**config.mk**
```make
export PLATFORM = sky130hd
export DESIGN_NAME = id_ex_skid_buffer
export DESIGN_NICKNAME = d
export VERILOG_FILES = /design/src/rtl/id_ex_skid_buffer.sv
export SDC_FILE = /design/constraint.sdc
export NUM_CORES = 1
export LEC_CHECK = 0
export CORE_MARGIN = 3
export CORE_UTILIZATION = 51
export DETAILED_ROUTE_END_ITERATION = 7
export PLACE_DENSITY = 0.81
export SLEW_MARGIN = 15
export SYNTH_ARGS = -nofsm -noshare
export SYNTH_HDL_FRONTEND = slang
export SYNTH_SLANG_ARGS = --single-unit
```
**constraint.sdc**
```tcl
create_clock -name clk -period 2.9 [get_ports clk]
set_input_delay 0.29 -clock clk [delete_from_list [all_inputs] [get_ports clk]]
set_output_delay 0.29 -clock clk [all_outputs]
set_load 0.03 [all_outputs]
```
**src/rtl/id_ex_skid_buffer.sv**
```systemverilog
// id_ex_skid_buffer: two-entry ID->EX skid buffer with registered in_ready, flush and stall counter.
// Revision 1.0
`default_nettype none

package rv32i_pkg;
    typedef struct packed {
        logic [3:0] ex;
        logic [1:0] mem;
        logic [1:0] wb;
        logic       load_regfile;
    } rv32i_ctrl_t;

    typedef struct packed {
        logic [31:0] pc;
        logic [31:0] inst;
        logic [31:0] rs1_data;
        logic [31:0] rs2_data;
        logic [31:0] imm;
        rv32i_ctrl_t ctrl;
    } rv32i_packet_t;
endpackage

module id_ex_skid_buffer #(
    parameter int CNT_W = 32,
    parameter int PKT_W = $bits(rv32i_pkg::rv32i_packet_t)
) (
    input  logic             clk,
    input  logic             rst,
    input  logic             flush,
    input  logic             in_valid,
    output logic             in_ready,
    input  logic [PKT_W-1:0] in_pkt,
    output logic             out_valid,
    input  logic             out_ready,
    output logic [PKT_W-1:0] out_pkt,
    input  logic             cnt_clr,
    output logic [CNT_W-1:0] stall_cnt
);

    logic             main_v;
    logic             skid_v;
    logic [PKT_W-1:0] main_pkt;
    logic [PKT_W-1:0] skid_pkt;
    logic             accept;
    logic             pop;

    assign accept    = in_valid & in_ready;
    assign pop       = main_v & out_ready;
    assign out_valid = main_v;
    // Zeroed packet doubles as a NOP control word for EX.
    assign out_pkt   = main_v ? main_pkt : '0;

    always_ff @(posedge clk or negedge rst) begin
        if (!rst) begin
            main_v   <= 1'b0;
            skid_v   <= 1'b0;
            main_pkt <= '0;
            skid_pkt <= '0;
            in_ready <= 1'b1;
        end else if (flush) begin
            main_v   <= 1'b0;
            skid_v   <= 1'b0;
            in_ready <= 1'b1;
        end else begin
            case ({main_v, skid_v})
                2'b00: begin
                    if (accept) begin
                        main_pkt <= in_pkt;
                        main_v   <= 1'b1;
                    end
                end
                2'b10: begin
                    if (pop && accept) begin
                        main_pkt <= in_pkt;
                    end else if (pop) begin
                        main_v <= 1'b0;
                    end else if (accept) begin
                        skid_pkt <= in_pkt;
                        skid_v   <= 1'b1;
                        in_ready <= 1'b0;
                    end
                end
                2'b11: begin
                    if (pop) begin
                        main_pkt <= skid_pkt;
                        skid_v   <= 1'b0;
                        in_ready <= 1'b1;
                    end
                end
                default: begin
                    // skid without main cannot occur; recover to EMPTY
                    main_v   <= 1'b0;
                    skid_v   <= 1'b0;
                    in_ready <= 1'b1;
                end
            endcase
        end
    end

    always_ff @(posedge clk or negedge rst) begin
        if (!rst) begin
            stall_cnt <= '0;
        end else if (cnt_clr) begin
            stall_cnt <= '0;
        end else if (main_v && !out_ready && (stall_cnt != {CNT_W{1'b1}})) begin
            stall_cnt <= stall_cnt + 1'b1;
        end
    end

endmodule

`default_nettype wire
```
Word-level counts from Yosys, hierarchy flattened. Index checks and enable logic that the tools add are counted.

Register bits: 373. Input port bits: 175. Word-level logic and storage cells: 59.

$add $sub $neg: 1. Equal/unequal tests: 14. Mux-type cells: 22. Bitwise operators: 5. Reduce and logical (&&, ||, !) cells: 11.

Operator list (number): $mux W169 (4); $pmux W169 S3 (1); $mux W32 (2); $add A32 B1 Y32 const B (1); $ne A32 B32 Y1 const B (1); $ne A3 B3 Y1 const B (6); $reduce_and A5 Y1 (3); $mux W1 (12); $ne A2 B2 Y1 const B (5); $pmux W1 S3 (3); $eq A2 B2 Y1 const B (2); $reduce_and A4 Y1 (1); $logic_and A1 B1 Y1 (3); $not A1 Y1 (3); $reduce_bool A3 Y1 (1); $and A1 B1 Y1 (2); $logic_not A2 Y1 (1); $reduce_bool A2 Y1 (1); $logic_not A1 Y1 (1).

Longest topological paths before layout. Gate-level depths: netlist of the first run.

Depth after elaboration: 6. Depth in mapped cells: 8. Gate-level depth less buffers: 6.

Least setup slack after synthesis of the first run. OpenSTA, ideal clock, no wires.

Path type: reg-to-reg. Start: register main_v, in the netlist out_valid. End: register stall_cnt[29]. Data arrival time: 2.408 ns. Setup slack: 0.414 ns. Cell stages (with the launch flop): 9. Buffers on the path: 3. Period minus slack after synthesis: 2.486 ns. Path through: dfrtp_1 -> nand2b_4 -> buf_6 -> or4_1 -> buf_2 -> or4_1 -> clkbuf_2 -> or3_1 -> a21oi_1.

Longest elaborated chain between the ends: 3.

RTL lines: from (decl) (RTL line 40) `logic main_v;`; from (signal assigned) (RTL line 55) `main_v <= 1'b0;`; from (signal assigned) (RTL line 61) `main_v <= 1'b0;`; from (signal assigned) (RTL line 69) `main_v <= 1'b1;`; $logic_and A1 B1 Y1 (2 in series) (RTL line 105) `end else if (main_v && !out_ready && (stall_cnt != {CNT_W{1'b1}})) begin`; $reduce_bool A2 Y1 (no line); to (signal assigned) (RTL line 106) `stall_cnt <= stall_cnt + 1'b1;`; to (decl) (RTL line 37) `output logic [CNT_W-1:0] stall_cnt`.

No other way between the ends. A chain may end at the register's enable or synchronous reset.

Final worst setup path of the first run.
Start: register main_v, in the netlist out_valid. End: output out_pkt[114].

Longest elaborated chain between the ends: 1.

RTL lines: $mux W169 (RTL line 51) `assign out_pkt = main_v ? main_pkt : '0;`; to (decl) (RTL line 35) `output logic [PKT_W-1:0] out_pkt,`.

No other way between the ends.

==> results by group, run 1 <==
Outcome
  – Outcome: complete, no violations

Clock network
  – Root Driver: clkbuf_16
  – CTS resizes: 0
  – Worst-path clk slew: 60 ps
  – Post-CTS Setup Inserts: 0
  – CTS Buffer Depth: 3
  – H-tree levels: 2
  – Clk_lat worst skew: 520 ps
  – CTS tree: done
  – Total CTS buffers: between 40 and 50
  – Clock Sinks: roughly 370

Pwr
  – Peak VDD IR: 0.574 mV
  – P_leak: approximately 10 nW
  – Power per cell area: between 600 and 700 nW/µm²

Timing
  – Final hold slack: 294 ps
  – Fin. Hold Viols: 0
  – RSZ-0062 raised after global routing: no
  – Max frequency: 0.361 GHz
  – Worst slew pin tran: 758 ps
  – Crit path time final: approximately 2800 ps
  – Final Slew Violations: 0
  – Final setup violating endpoints: 0
  – Slew headroom: 49.1%
  – Final worst-path cycle share: between 90% and 100%
  – Final Skew: ~14 ps
  – Final TNS setup: 0 ps

Synth
  – Gate Count Post-Synth: 1,494
  – Ys flop type: dfrtp_1
  – Post-synth ARST share: 100%
  – Flops & latches, synth: 373
  – Net count after synthesis: approximately 1,700
  – Mapped Area: 16,900 µm²
  – Synth Area per Inst: 11.3 µm²
  – Synth warnings: 0
  – EDFF count, synth: 0
  – Yosys cell types: 40
  – Sequential-to-total area share from yosys stat: 55.3%

Setup path
  – CP max FO: 77
  – Worst setup path class: reg -> out
  – Crit end category: output pin
  – CP required: 2610 ps
  – Reg2reg start: out_valid$_DFFE_PN0P_
  – Startpoint Class: flip-flop
  – Worst Setup SP: out_valid$_DFFE_PN0P_
  – CP arrival: 2480 ps

Route
  – WL/cell: around 18 µm
  – DR vias/cell: 5.38
  – Via count: 12,500
  – Iter 0 DRT Violations: about 730
  – Detailed-router iteration count before antenna repair: 4
  – DRC: 0
  – Post-DRT Antenna Nets: 0
  – Routed WL: 42.4 mm

Final layout
  – Layout cells sized above 1: around 15%
  – Area Overhead vs Synth: 34.4%
  – Final #Nets: 2,022

GRT
  – Vias in the first global route: 12,900
  – GRT Util Overall: 23.6%
  – Met1 usage in global routing: about 29%
  – Pin count of the biggest net entering global routing: 131
  – Routing usage on met2: 38.4%
  – Grt met3 use: 7.87%
  – Grt total ovfl: 0
  – Global routing's busiest layer: met2
  – Initial antenna violation count: 10
  – First-pass GRT wire length: ~70 mm

Run
  – Max Cap Viol: 0

Die
  – Starting density of the core: 52.6%
  – Die area: 35,300 µm²
  – # IOs: 378
  – Core Area: 32,100 µm²
  – Core Rows: 65
  – Chip Width: 188 µm
  – Die H: 188 µm

Placed design
  – DPL Wire Length: around 28 mm
  – PortBufs: 377
  – Routability-driven placement congestion ratio: 0.822

Worst hold path
  – Hold WC Path Type: in -> async
==> layout make-up <==
type                            instances  area [µm²]
Clock inverter                          8        96.3
Inverter                                5        18.8
Clock buffer                           69        1290
Fill cell                            2301        9430
Sequential cell                       373        9340
Timing Repair Buffer                  409        4220
Antenna cell                            6        15.0
Tap cell                              435         544
Multi-Input combinational cell       1015        7170
==> cells in the final DEF (no fill, tap or decap), drive strengths merged, types with 5 or more instances in the layout <==
cell,synthesis,routed
a21oi,190,190
and2,170,170
and4,5,5
buf,4,32
clkbuf,97,69
clkdlybuf4s50,0,376
dfrtp,372,372
diode,0,6
inv,5,6
mux2,171,171
mux2i,171,171
nand2,14,14
nand2b,5,5
nand3,14,14
nand4,7,7
nor2,187,187
nor3,6,6
o21ai,18,18
or3,19,19
xnor2,7,7
==> worst paths after layout <==
check | cells past startpoint | endpoint | slack (ps)
hold reg to reg | 1 | skid_pkt[168]$_DFFE_PN0P_ | 500
min in group clk | 2 | skid_pkt[19]$_DFFE_PN0P_ | 410
hold / removal | 2 | skid_pkt[82]$_DFFE_PN0P_ | 290
setup reg to reg | 5 | stall_cnt[25]$_DFFE_PN0P_ | 380
max in group asynchronous | 3 | stall_cnt[4]$_DFFE_PN0P_ | 1760
setup / recovery | 3 | out_pkt[114] | 130
==> per-stage QoR <==
stage	instance area [µm²]	std cells	worst slack (ps)	util, %	power [mW]
floorplan	16900	1494	414	-	8.61
global placement	21300	2236	247	66.2	9.73
detailed placement	21300	2236	214	66.2	9.90
CTS	22700	2314	103	70.6	15.2
global route	22700	2320	37.5	70.6	15.8
finish	22700	2320	129	70.6	15.1
==> worst max-delay path: stages, from the launching register on <==
cell	delay (ps)
dfrtp_4	650
buf_12	300
and2_1	210
clkdlybuf4s50_1	730
==> power by group <==
group          internal, mW  switching [mW]
Combinational          1.52            1.43
Clock                  3.22            2.04
Sequential             6.31           0.553
==> synth_stat cells (2+ instances only) <==
cell | number | share of area (%)
dfrtp_1 | 372 | 55
a21oi_1 | 190 | 5.6
nor2_1 | 187 | 4.2
mux2_2 | 171 | 11
mux2i_1 | 171 | 10
and2_1 | 170 | 6.3
clkbuf_1 | 96 | 2.1
or3_1 | 19 | 0.70
o21ai_0 | 18 | 0.53
nand2_1 | 14 | 0.31
nand3_1 | 14 | 0.42
nand4_1 | 7 | 0.26
xnor2_1 | 7 | 0.36
nor3_1 | 6 | 0.18
and4_1 | 5 | 0.26
inv_1 | 5 | 0.11
and3_1 | 4 | 0.15
nand2b_1 | 4 | 0.15
o31ai_1 | 4 | 0.18
or4_1 | 4 | 0.18
a2111oi_0 | 3 | 0.16
a311oi_1 | 2 | 0.10
buf_1 | 2 | 0.044
nor2b_1 | 2 | 0.074
nor4_1 | 2 | 0.074
==> logic make-up (layout without fill, tap and decap cells) <==
logic type	after synthesis	in the layout	synth area share [%]
DFF	373	373	55.3
adders and majority gates	1	1	0.0741
other	0	6	0
AOI/OAI and AO/OA	223	223	6.90
buffers and inverters	106	491	2.42
muxes	342	342	21.5
xor gates and xnor gates	7	7	0.363
and+or+nand+nor	442	442	13.4
==> state kept, by name, summed over array words and instances (netlist names) <==
register,count
main_pkt,169
skid_pkt,169
stall_cnt,32
in_ready,1
out_valid,1
skid_v,1
==> metal layers <==
| layer | up-vias | wire length [µm] |
|---|---|---|
| met5 | - | 47 |
| met4 | 8 | 1530 |
| met3 | 97 | 3300 |
| met2 | 376 | 20400 |
| met1 | 6109 | 17200 |
| li1 | 5881 | - |
==> repair_timing <==
action	CTS	global route
setup endpoints to repair	0	0
hold buffers	1	0
endpoints found under the hold margin	52	0
Power figures use the tool's default switching activity.
==> run 2: changes to the inputs <==
==> constraint.sdc (replaced) <==
create_clock -name clk -period 2.9 [get_ports clk]
set_input_delay 0.29 -clock clk [delete_from_list [all_inputs] [get_ports clk]]
set_output_delay 0.29 -clock clk [all_outputs]
set_load 0.1 [all_outputs]
==> results by group, run 2 (synthesized netlist as in run 1, its figures left out) <==
Outcome
  – Outcome: complete, no violations

Setup path
  – Most used cell, CP: buf_4
  – Cell Chain, Critical Path: buf_4 -> and2_1 -> buf_4
  – Worst setup path class: reg -> out
  – Crit end category: output pin
  – CP arrival: about 2200 ps
  – CP required: between 2000 and 3000 ps
  – CP max FO: 90
  – Worst path max stage delay: roughly 610 ps
  – Startpoint Class: flip-flop
  – Slowest-stage cell, CP: buf_4

Placed design
  – Post-Place Cells: 2,235
  – Routability-driven placement congestion ratio: 0.834
  – DPL Wire Length: 27.9 mm
  – PortBufs: 377

Clock network
  – Clock Sinks: between 300 and 400
  – Worst-path clk slew: 60 ps
  – CTS tree: done
  – Total CTS buffers: 40
  – Post-CTS Setup Inserts: 0
  – H-tree levels: 2
  – Clk_lat worst skew: 520 ps
  – CTS Buffer Depth: 3
  – Root Driver: clkbuf_16

Final layout
  – Commonest non-fill, non-tap cell in the layout: dfrtp_1
  – Top flop regs: main_pkt: 169 flops, skid_pkt: 169 flops, stall_cnt: 32 flops
  – Post-Layout Cell Count: between 2,000 and 2,500
  – Most frequent cells in the layout: 369 x dfrtp_1, 221 x buf_4, 190 x a21oi_1
  – Filler instances: 2,326
  – Final #Nets: 2,019
  – Area Overhead vs Synth: 30.7%
  – Layout cells sized above 1: 25.4%

Die
  – Starting density of the core: 52.6%
  – Core Rows: 65
  – Die H: 188 µm
  – # IOs: 378
  – Chip Width: 188 µm
  – Core Area: roughly 32,000 µm²
  – Die area: 35,300 µm²

Pwr
  – Power per cell area: 726 nW/µm²
  – P_leak: 10.8 nW
  – Peak VDD IR: slightly above 0.5 mV

Timing
  – RSZ-0062 raised after global routing: no
  – Final Slew Violations: 0
  – Worst slew pin tran: between 700 and 800 ps
  – Slew headroom: 47.4%
  – Final hold slack: roughly 350 ps
  – Final TNS setup: 0 ps
  – Fin. Hold Viols: 0
  – Max frequency: between 0.3 and 0.4 GHz
  – Final Skew: 13.7 ps
  – Final setup violating endpoints: 0
  – Final worst-path cycle share: between 80% and 90%
  – Crit path time final: 2510 ps

GRT
  – First-pass GRT wire length: 67.5 mm
  – GRT Util Overall: 23.2%
  – Grt total ovfl: 0
  – Pin count of the biggest net entering global routing: 137
  – Initial antenna violation count: 7
  – Vias in the first global route: between 10,000 and 15,000

Route
  – Detailed-router iteration count before antenna repair: 4
  – WL/cell: 18.1 µm
  – Routed WL: 41.8 mm
  – Iter 0 DRT Violations: 617
  – DRC: 0
  – Via count: 12,400
  – Post-DRT Antenna Nets: 0
  – DR vias/cell: 5.35

Worst hold path
  – Hold WC Path Type: in -> async

Run
  – Max Cap Viol: 0
## run 2: critical path: cells and delay by family, from the launching register on
kind / cells / cell delay [ps]
buffers and inverters: 2 / 920
DFF: 1 / 460
and+or+nand+nor: 1 / 280
## run 2: per-stage QoR
stage               total power [mW]  utilization, %  worst slack, ps  instance area, µm²
floorplan                       9.86               -             10.7               16900
global placement                10.9            64.5              281               20700
detailed placement              11.1            64.5              198               20700
CTS                             16.2            68.7              360               22100
global route                    16.8            68.7              256               22100
finish                          16.0            68.7              394               22100
## run 2: worst paths after layout
check                           depth (start not counted)  slack, ps                        end                 startpoint
worst min register to register                          1        500   skid_pkt[79]$_DFFE_PN0P_   skid_pkt[79]$_DFFE_PN0P_
worst max-delay path                                    3        390               out_pkt[115]      out_valid$_DFFE_PN0P_
worst max register to register                          5        570  stall_cnt[28]$_DFFE_PN0P_  stall_cnt[19]$_DFFE_PN0P_
worst min-delay path                                    2        350   skid_pkt[87]$_DFFE_PN0P_                        rst
min in group clk                                        2        410  skid_pkt[115]$_DFFE_PN0P_                in_pkt[115]
max in group asynchronous                               3       1650       in_ready$_DFFE_PN1P_                        rst
## run 2: final cells by class
type / count / area, µm² / share of cell area [%]
sequential: 373 / 9340 / 42.3
multi-input combinational: 1015 / 7170 / 32.5
timing repair buffer: 408 / 3660 / 16.6
clock buffer: 65 / 1260 / 5.70
tap: 435 / 544 / 2.47
clock inverter: 6 / 72.6 / 0.329
inverter: 5 / 18.8 / 0.0850
antenna: 6 / 15.0 / 0.0680
## run 2: metal layers
metal  share of wire [%]  vias up  GRT usage (%)
met4                 2.8        2           6.90
met5               0.029        -              0
li1                    -     5868              -
met3                 6.9       73           6.39
met2                  49      322           39.4
met1                  41     6112           29.1
## run 2: what timing repair did
item,4_1_cts,5_1_grt
gates resized for setup,0,0
endpoints found under the hold margin,62,0
hold buffers,1,0
## run 2: report_power, final
group	total [mW]	internal [mW]	leakage, nW	switching [mW]
Combinational	4.11	1.43	5.73	2.69
Clock	5.07	3.05	0.650	2.01
Sequential	6.85	6.31	4.41	0.539
